===== config.mk =====
export PLATFORM = sky130hd
export DESIGN_NAME = fm0_acsu
export DESIGN_NICKNAME = d
export VERILOG_FILES = /design/src/rtl/fm0_acsu.sv
export SDC_FILE = /design/constraint.sdc
export NUM_CORES = 1
export LEC_CHECK = 0
export CORE_MARGIN = 2
export CORE_UTILIZATION = 48
export DETAILED_ROUTE_END_ITERATION = 16
export GPL_TIMING_DRIVEN = 0
export PLACE_DENSITY = 0.7
export SYNTH_ARGS = -nofsm -noshare
export SYNTH_HDL_FRONTEND = slang
export SYNTH_SLANG_ARGS = --single-unit
export TNS_END_PERCENT = 1

===== constraint.sdc =====
create_clock -name clk -period 24.4 [get_ports clk]
set_clock_uncertainty 0.2 [all_clocks]
set_input_delay 4.88 -clock clk [delete_from_list [all_inputs] [get_ports clk]]
set_output_delay 4.88 -clock clk [all_outputs]
set_load 0.02 [all_outputs]

===== src/rtl/fm0_acsu.sv =====
// FM0 add-compare-select unit: two-stage ACS with path-metric normalization,
// input-spacing enforcement, frame restart and overrun detection.
module fm0_acsu #(
   parameter int METRIC_WIDTH = 10,
   parameter int BM_WIDTH     = 6,
   parameter int NUM_STATES   = 4
) (
   input  logic                             clk,
   input  logic                             rst,
   input  logic                             bm_vld,
   input  logic [NUM_STATES*BM_WIDTH-1:0]   bm_in,
   input  logic                             frame_start,
   input  logic [NUM_STATES*METRIC_WIDTH-1:0] pm_in,
   output logic [NUM_STATES*METRIC_WIDTH-1:0] pm_new,
   output logic                             pm_vld,
   output logic [NUM_STATES-1:0]            dec,
   output logic                             dec_vld,
   output logic [1:0]                       best_state,
   output logic [15:0]                      sym_cnt,
   output logic                             overrun
);

   localparam int SW = METRIC_WIDTH + 1;
   localparam logic [SW-1:0] HALF = SW'(1) << (METRIC_WIDTH - 1);
   localparam logic [METRIC_WIDTH-1:0] MAXV = '1;

   logic [1:0]              busy;
   logic                    fresh;
   logic                    s1_vld;
   logic                    accept;
   logic                    emit;
   logic [METRIC_WIDTH-1:0] pm_use   [NUM_STATES];
   logic [SW-1:0]           cand_a_d [NUM_STATES];
   logic [SW-1:0]           cand_b_d [NUM_STATES];
   logic [SW-1:0]           cand_a   [NUM_STATES];
   logic [SW-1:0]           cand_b   [NUM_STATES];
   logic [SW-1:0]           surv     [NUM_STATES];
   logic [SW-1:0]           norm     [NUM_STATES];
   logic [METRIC_WIDTH-1:0] sat      [NUM_STATES];
   logic [NUM_STATES-1:0]   sel;
   logic                    all_high;
   logic [1:0]              best_idx;

   // S0/S1 are reached from (S1,S3); S2/S3 from (S0,S2).
   function automatic int first_pred(input int s);
      return (s < 2) ? 1 : 0;
   endfunction

   function automatic int second_pred(input int s);
      return (s < 2) ? 3 : 2;
   endfunction

   // frame_start frees the busy window, so a coincident symbol starts the new frame.
   assign accept = bm_vld && (frame_start || busy == 2'd0);
   assign emit   = s1_vld && !frame_start;

   always_ff @(posedge clk) begin
      if (rst) begin
         busy    <= 2'd0;
         fresh   <= 1'b1;
         s1_vld  <= 1'b0;
         sym_cnt <= 16'd0;
         overrun <= 1'b0;
      end else begin
         s1_vld <= accept;

         if (accept)
            busy <= 2'd2;
         else if (frame_start)
            busy <= 2'd0;
         else if (busy != 2'd0)
            busy <= busy - 2'd1;

         if (accept)
            fresh <= 1'b0;
         else if (frame_start)
            fresh <= 1'b1;

         if (frame_start)
            overrun <= 1'b0;
         else if (bm_vld && !accept)
            overrun <= 1'b1;

         if (frame_start)
            sym_cnt <= accept ? 16'd1 : 16'd0;
         else if (accept && sym_cnt != 16'hFFFF)
            sym_cnt <= sym_cnt + 16'd1;
      end
   end

   // A fresh trellis (or a frame starting this cycle) ignores the stored metrics.
   always_comb begin
      for (int s = 0; s < NUM_STATES; s++) begin
         pm_use[s] = (fresh || frame_start) ? '0 : pm_in[s*METRIC_WIDTH +: METRIC_WIDTH];
      end
      for (int s = 0; s < NUM_STATES; s++) begin
         cand_a_d[s] = {1'b0, pm_use[first_pred(s)]}  + SW'(bm_in[s*BM_WIDTH +: BM_WIDTH]);
         cand_b_d[s] = {1'b0, pm_use[second_pred(s)]} + SW'(bm_in[s*BM_WIDTH +: BM_WIDTH]);
      end
   end

   always_ff @(posedge clk) begin
      if (rst) begin
         for (int s = 0; s < NUM_STATES; s++) begin
            cand_a[s] <= '0;
            cand_b[s] <= '0;
         end
      end else if (accept) begin
         for (int s = 0; s < NUM_STATES; s++) begin
            cand_a[s] <= cand_a_d[s];
            cand_b[s] <= cand_b_d[s];
         end
      end
   end

   // Ties keep the first predecessor; normalization only when every state is in the upper half.
   always_comb begin
      all_high = 1'b1;
      for (int s = 0; s < NUM_STATES; s++) begin
         sel[s]  = cand_b[s] > cand_a[s];
         surv[s] = sel[s] ? cand_b[s] : cand_a[s];
         if (surv[s] < HALF)
            all_high = 1'b0;
      end
      for (int s = 0; s < NUM_STATES; s++) begin
         norm[s] = all_high ? (surv[s] - HALF) : surv[s];
         sat[s]  = (norm[s] > {1'b0, MAXV}) ? MAXV : norm[s][METRIC_WIDTH-1:0];
      end
      best_idx = 2'd0;
      for (int s = 1; s < NUM_STATES; s++) begin
         if (sat[s] > sat[best_idx])
            best_idx = 2'(s);
      end
   end

   always_ff @(posedge clk) begin
      if (rst) begin
         pm_new     <= '0;
         pm_vld     <= 1'b0;
         dec        <= '0;
         dec_vld    <= 1'b0;
         best_state <= 2'd0;
      end else begin
         pm_vld  <= emit;
         dec_vld <= emit;
         if (emit) begin
            for (int s = 0; s < NUM_STATES; s++) begin
               pm_new[s*METRIC_WIDTH +: METRIC_WIDTH] <= sat[s];
            end
            dec        <= sel;
            best_state <= best_idx;
         end
      end
   end

endmodule


* After elaboration in Yosys (flattened, before gate mapping)
Memories as Yosys holds them, arrays and structs flattened. Index checks and enable logic that the tools add are counted. W data, S select, Z words.
Cells by class: multiplexer cells 50, order comparisons 17, bitwise gates (word level) 10, $add $sub $neg 14, equal/unequal tests 1, reductions and logical operators 15
Operators by type and width (count):
- $mux W11 | 16
- $mux W10 | 12
- $add A10 B6 Y11 | 8
- $gt A11 B10 Y1 const B | 4
- $gt A11 B11 Y1 | 4
- $lt A11 B10 Y1 const B | 4
- $sub A11 B10 Y11 const B | 4
- $bmux W10 S2 | 2
- $mux W16 | 2
- $gt A10 B10 Y1 | 3
- $add A16 B1 Y16 const B | 1
- $ne A16 B16 Y1 const B | 1
- $mux W1 | 13
- $mux W2 | 5
- $or A1 B1 Y1 | 8
- $ge A3 B3 Y1 const B | 2
- $not A2 Y3 | 2
- $reduce_bool A2 Y1 | 3
- $logic_and A1 B1 Y1 | 4
- $reduce_bool A3 Y1 | 1
- $reduce_or A3 Y1 | 1
- $logic_not A1 Y1 | 2
- $logic_not A2 Y1 | 1
- $logic_or A1 B1 Y1 | 2
- other kinds (2) | 2
Word-level totals: output and inout port bits 65, logic and storage cells 119, bits in writable memories 88, bits of input ports 68, register bits after elaboration 68, memories 2
Memory list:
- cand_a | words 4, width 11, read ports 4, clocked after memory_dff 0, wr ports 4, RTL line 35 | logic [SW-1:0] cand_a [NUM_STATES];
- cand_b | words 4, width 11, read ports 4, clocked after memory_dff 0, wr ports 4, RTL line 36 | logic [SW-1:0] cand_b [NUM_STATES];

* Depth between registers and ports, before layout
An unclocked memory read counts as a cell.
depth after elaboration 25, depth in mapped cells 50, depth with buffers taken out 44

* Least setup slack after synthesis
No wires, ideal clock.
kind register -> register, from memory cand_b[3][1] (netlist bit), to register best_state[0], clock period less this slack 8317 ps, library setup time 70 ps, cell stages (with the launch flop) 47, buffers on the path 6, arrival time 8047 ps, data required time 24130 ps, slack 16083 ps, cells stage by stage edfxtp_1 ha_1 nor2b_1 o21a_1 o21a_1 o21a_1 o21a_1 o21bai_1 a21oi_1 clkbuf_1 nor2_1 a21oi_1 ha_1 nor4_1 buf_2 a211oi_1 or2_2 clkbuf_1 (+11 left out) nor2b_1 o21a_1 o21a_1 o21a_1 o21a_1 o31a_1 clkbuf_1 clkbuf_1 a32oi_1 o311ai_0 ha_1 nand4_1 nor2_1 a21oi_1 o211ai_1 a21oi_1 a211o_1 a21oi_1
RTL lines:
- start: declaration | RTL line 36
- end signal: assignment | RTL line 151 | best_state <= best_idx;
- end: declaration | RTL line 18 | output logic [1:0] best_state,

==> flow_summary.ini <==
[worst_setup_path]
cpPeakStageDelay_ns = 0.57
cp.required_ns = 24.50
cp.buffers_inverters = 7
crit_fanout = 10
crit_type = reg2reg
cp_data_arrival_time_ns = 10.33
worstSetupStartpointType = flip-flop
slowest_stage = o311ai_0
cp_top_family = compound AO/OA/AOI/OAI gates
cp_common_cell = o21a_1
worst_setup_path_end_kind = flip-flop

[floorplanning]
core_area_um2 = 22710
die_w_um = 156.1
initial_core_util_pct = 48.91
num_io_pins = 133
rows = 55
die_y_um = 156.1
dieArea_um2 = 24380

[timing]
min_period_ns = 10.22
fin_crit_sh_pct = 41.89
fin_tns_setup_ns = 0
rsz0062_at_grt = no
setup_violations = 0
worst_pin_slew_ns = 0.9348
worst_slack_ns = 14.18
fmax_mhz = 97.82
maxSlewViolCount = 0
hold_viol_final = 0
max_slew_margin_pct = 37.15

[job]
maxCapViolCount = 0

[yosys]
synth_area_leaders = edfxtp_1 (24%), ha_1 (14%), dfxtp_1 (12%)
yosysWarnings = 0
synth-edff-count = 88
synth_area_um2 = 11110
yosysTopAreaCellShare_pct = 23.79
synth_ff_type = edfxtp_1
synth_largest_area_cell = edfxtp_1
synth.distinct_cells = 63
synth-seq-cells = 156
synth.avg_cell_area_um2 = 8.929
synth.yosys.seq_area_share_pct = 36.04
async_flop_share_pct = 0
synthCells = 1244
synth_nets = 1446

[layout]
seq_area_um2 = 4004
multi_input_area_um2 = 6569
area_growth_pct = 20.39
diodes = 0
nFillCells = 1989
fin_area_um2 = 13370
layout-drive-gt1-share_pct = 4.762
fin_nets = 1596

[placement]
hpwl_um = 24200
routabilityCongestion = 0.9284
portBuffers = 130
place_area_um2 = 12790
post-place-ws_ns = 14.39

[routing]
dr.pass1.iters = 5
final_antenna_net_count = 0
vias = 9513
wl_per_cell_um = 17.78
routed_wl_um = 30080
drc = 0
viasPerCell = 5.622
drt_iter0_markers = 591

[clock_tree]
cts.path.max_buffers = 2
clk_latency_ns = 0.44
cts_setup_buffers = 0
htreeDepth = 4
path_clk_slew_ns = 0.07
root_buffer = clkbuf_16
cts_resized = 0
clock_sinks = 156
cts_tree = built
cts_buffers = 17
hold_buffers = 0

[global_route]
grt_max_degree = 47
antenna_found_initial = 0
first_global_vias = 9250
grt_pass1_wl_um = 47420
grt_overflow = 0
track_usage_pct = 25.00

[power]
powerDensity_nw_per_um2 = 69.69
leakagePower_nw = 5.439
ir_drop_uv = 41.86

[run_status]
status = completed

[hold_path]
hold_class = reg2reg
## sequential cells by signal (all words and copies together), names as in the netlist
signal / flops
cand_b: 44
sym_cnt: 16
overrun: 1
dec: 4
pm_new: 40
s1_vld: 1
busy: 2
cand_a: 44
dec_vld: 1
fresh: 1
best_state: 2
## synthesized netlist by cell type (all sizes together) (21+ instances only)
library cell / instances
a21oi: 101
nand2: 88
nor3: 33
xnor2: 29
a211oi: 22
and2: 32
a21o: 24
edfxtp: 88
inv: 87
clkbuf: 41
o21ai: 41
nor2: 155
ha: 126
mux2i: 22
nor2b: 40
dfxtp: 68
or3: 21
## report_power, final
| part | switching [W] | leakage, nW | internal (W) |
|---|---|---|---|
| Combinational | 0.000216 | 3.63 | 0.000147 |
| Sequential | 0.00000932 | 1.52 | 0.000295 |
| Clock | 0.000122 | 0.287 | 0.000143 |
## cells by family (layout without fill, tap and decap cells)
logic type / after synthesis / after routing / share of synthesized area [%]
flops: 156 / 156 / 36.04
compound gates: 293 / 293 / 17.62
xor+xnor: 43 / 43 / 3.390
buf+inv: 140 / 303 / 4.888
mux: 31 / 31 / 2.929
fa+ha+maj: 135 / 135 / 15.74
simple gates: 446 / 446 / 19.40
## per-layer routing
layer  track usage [%]  share of wire, %
met1             33.35                45
met3             3.917               6.3
met2             41.28                46
met4             8.956               2.4
met5                 0                 0
## per-stage QoR
stage	utilization (%)	std cells	hold WS, ns	power (W)
4_1_cts	58.89	1692	0.2540	0.0009281
6_report	58.89	1692	0.2466	0.0009319
2_1_floorplan	-	1244	0.2227	0.0005611
3_3_place_gp	56.21	1659	0.2350	0.0006591
5_1_grt	58.89	1692	0.2905	0.0009818
3_5_place_dp	56.34	1660	0.2453	0.0006656
## cells in the final DEF, fill, tap and decap left out, types with 4 or more instances in the layout
master,n
inv_6,5
a211oi_1,21
nand4_1,17
inv_1,86
nand3_1,19
and3_1,8
nor3_1,33
xnor2_1,29
buf_2,5
o21ba_2,7
and4_1,5
o21ai_1,5
a311oi_1,19
xor2_1,14
a32oi_1,8
dfxtp_1,68
a21oi_1,101
o21bai_1,12
o21ai_0,36
buf_1,4
clkbuf_16,18
edfxtp_1,88
clkbuf_1,41
o311ai_0,8
mux2i_1,22
mux2_2,8
a21o_1,24
fa_1,8
and2_1,32
clkdlybuf4s50_1,130
nor2_1,155
ha_1,126
or3_1,21
nand2_1,88
nor2b_1,40
o211ai_1,16
nand2b_1,15
o21a_1,12
## path summary, 6_finish.rpt
| check | from | end | slack [ns] | depth (start not counted) |
|---|---|---|---|---|
| worst max-delay path | cand_b[3][1] | best_state[0] | 14.18 | 44 |
| worst min-delay path | overrun | overrun | 0.25 | 2 |
| worst max register to register | cand_b[3][1] | best_state[0] | 14.18 | 44 |
| worst min register to register | overrun | overrun | 0.25 | 2 |
## final cells by class
type | count | share of cell area, %
clock inverter | 13 | 0.8608
multi-input combinational | 948 | 49.12
clock buffer | 19 | 3.471
tap | 285 | 2.667
buffer | 53 | 1.619
sequential | 156 | 29.94
inverter | 87 | 2.442
timing repair buffer | 131 | 9.880
## worst reg2reg max path: cells and delay by family (launching register included)
kind / cells / cell delay (ns)
adders and majority gates: 5 / 1.45
buffers and inverters: 7 / 1.66
and+or+nand+nor: 9 / 1.91
muxes: 1 / 0.24
DFF: 1 / 0.43
AOI/OAI and AO/OA: 22 / 4.21
No activity file was read; power rests on OpenSTA's default activity.
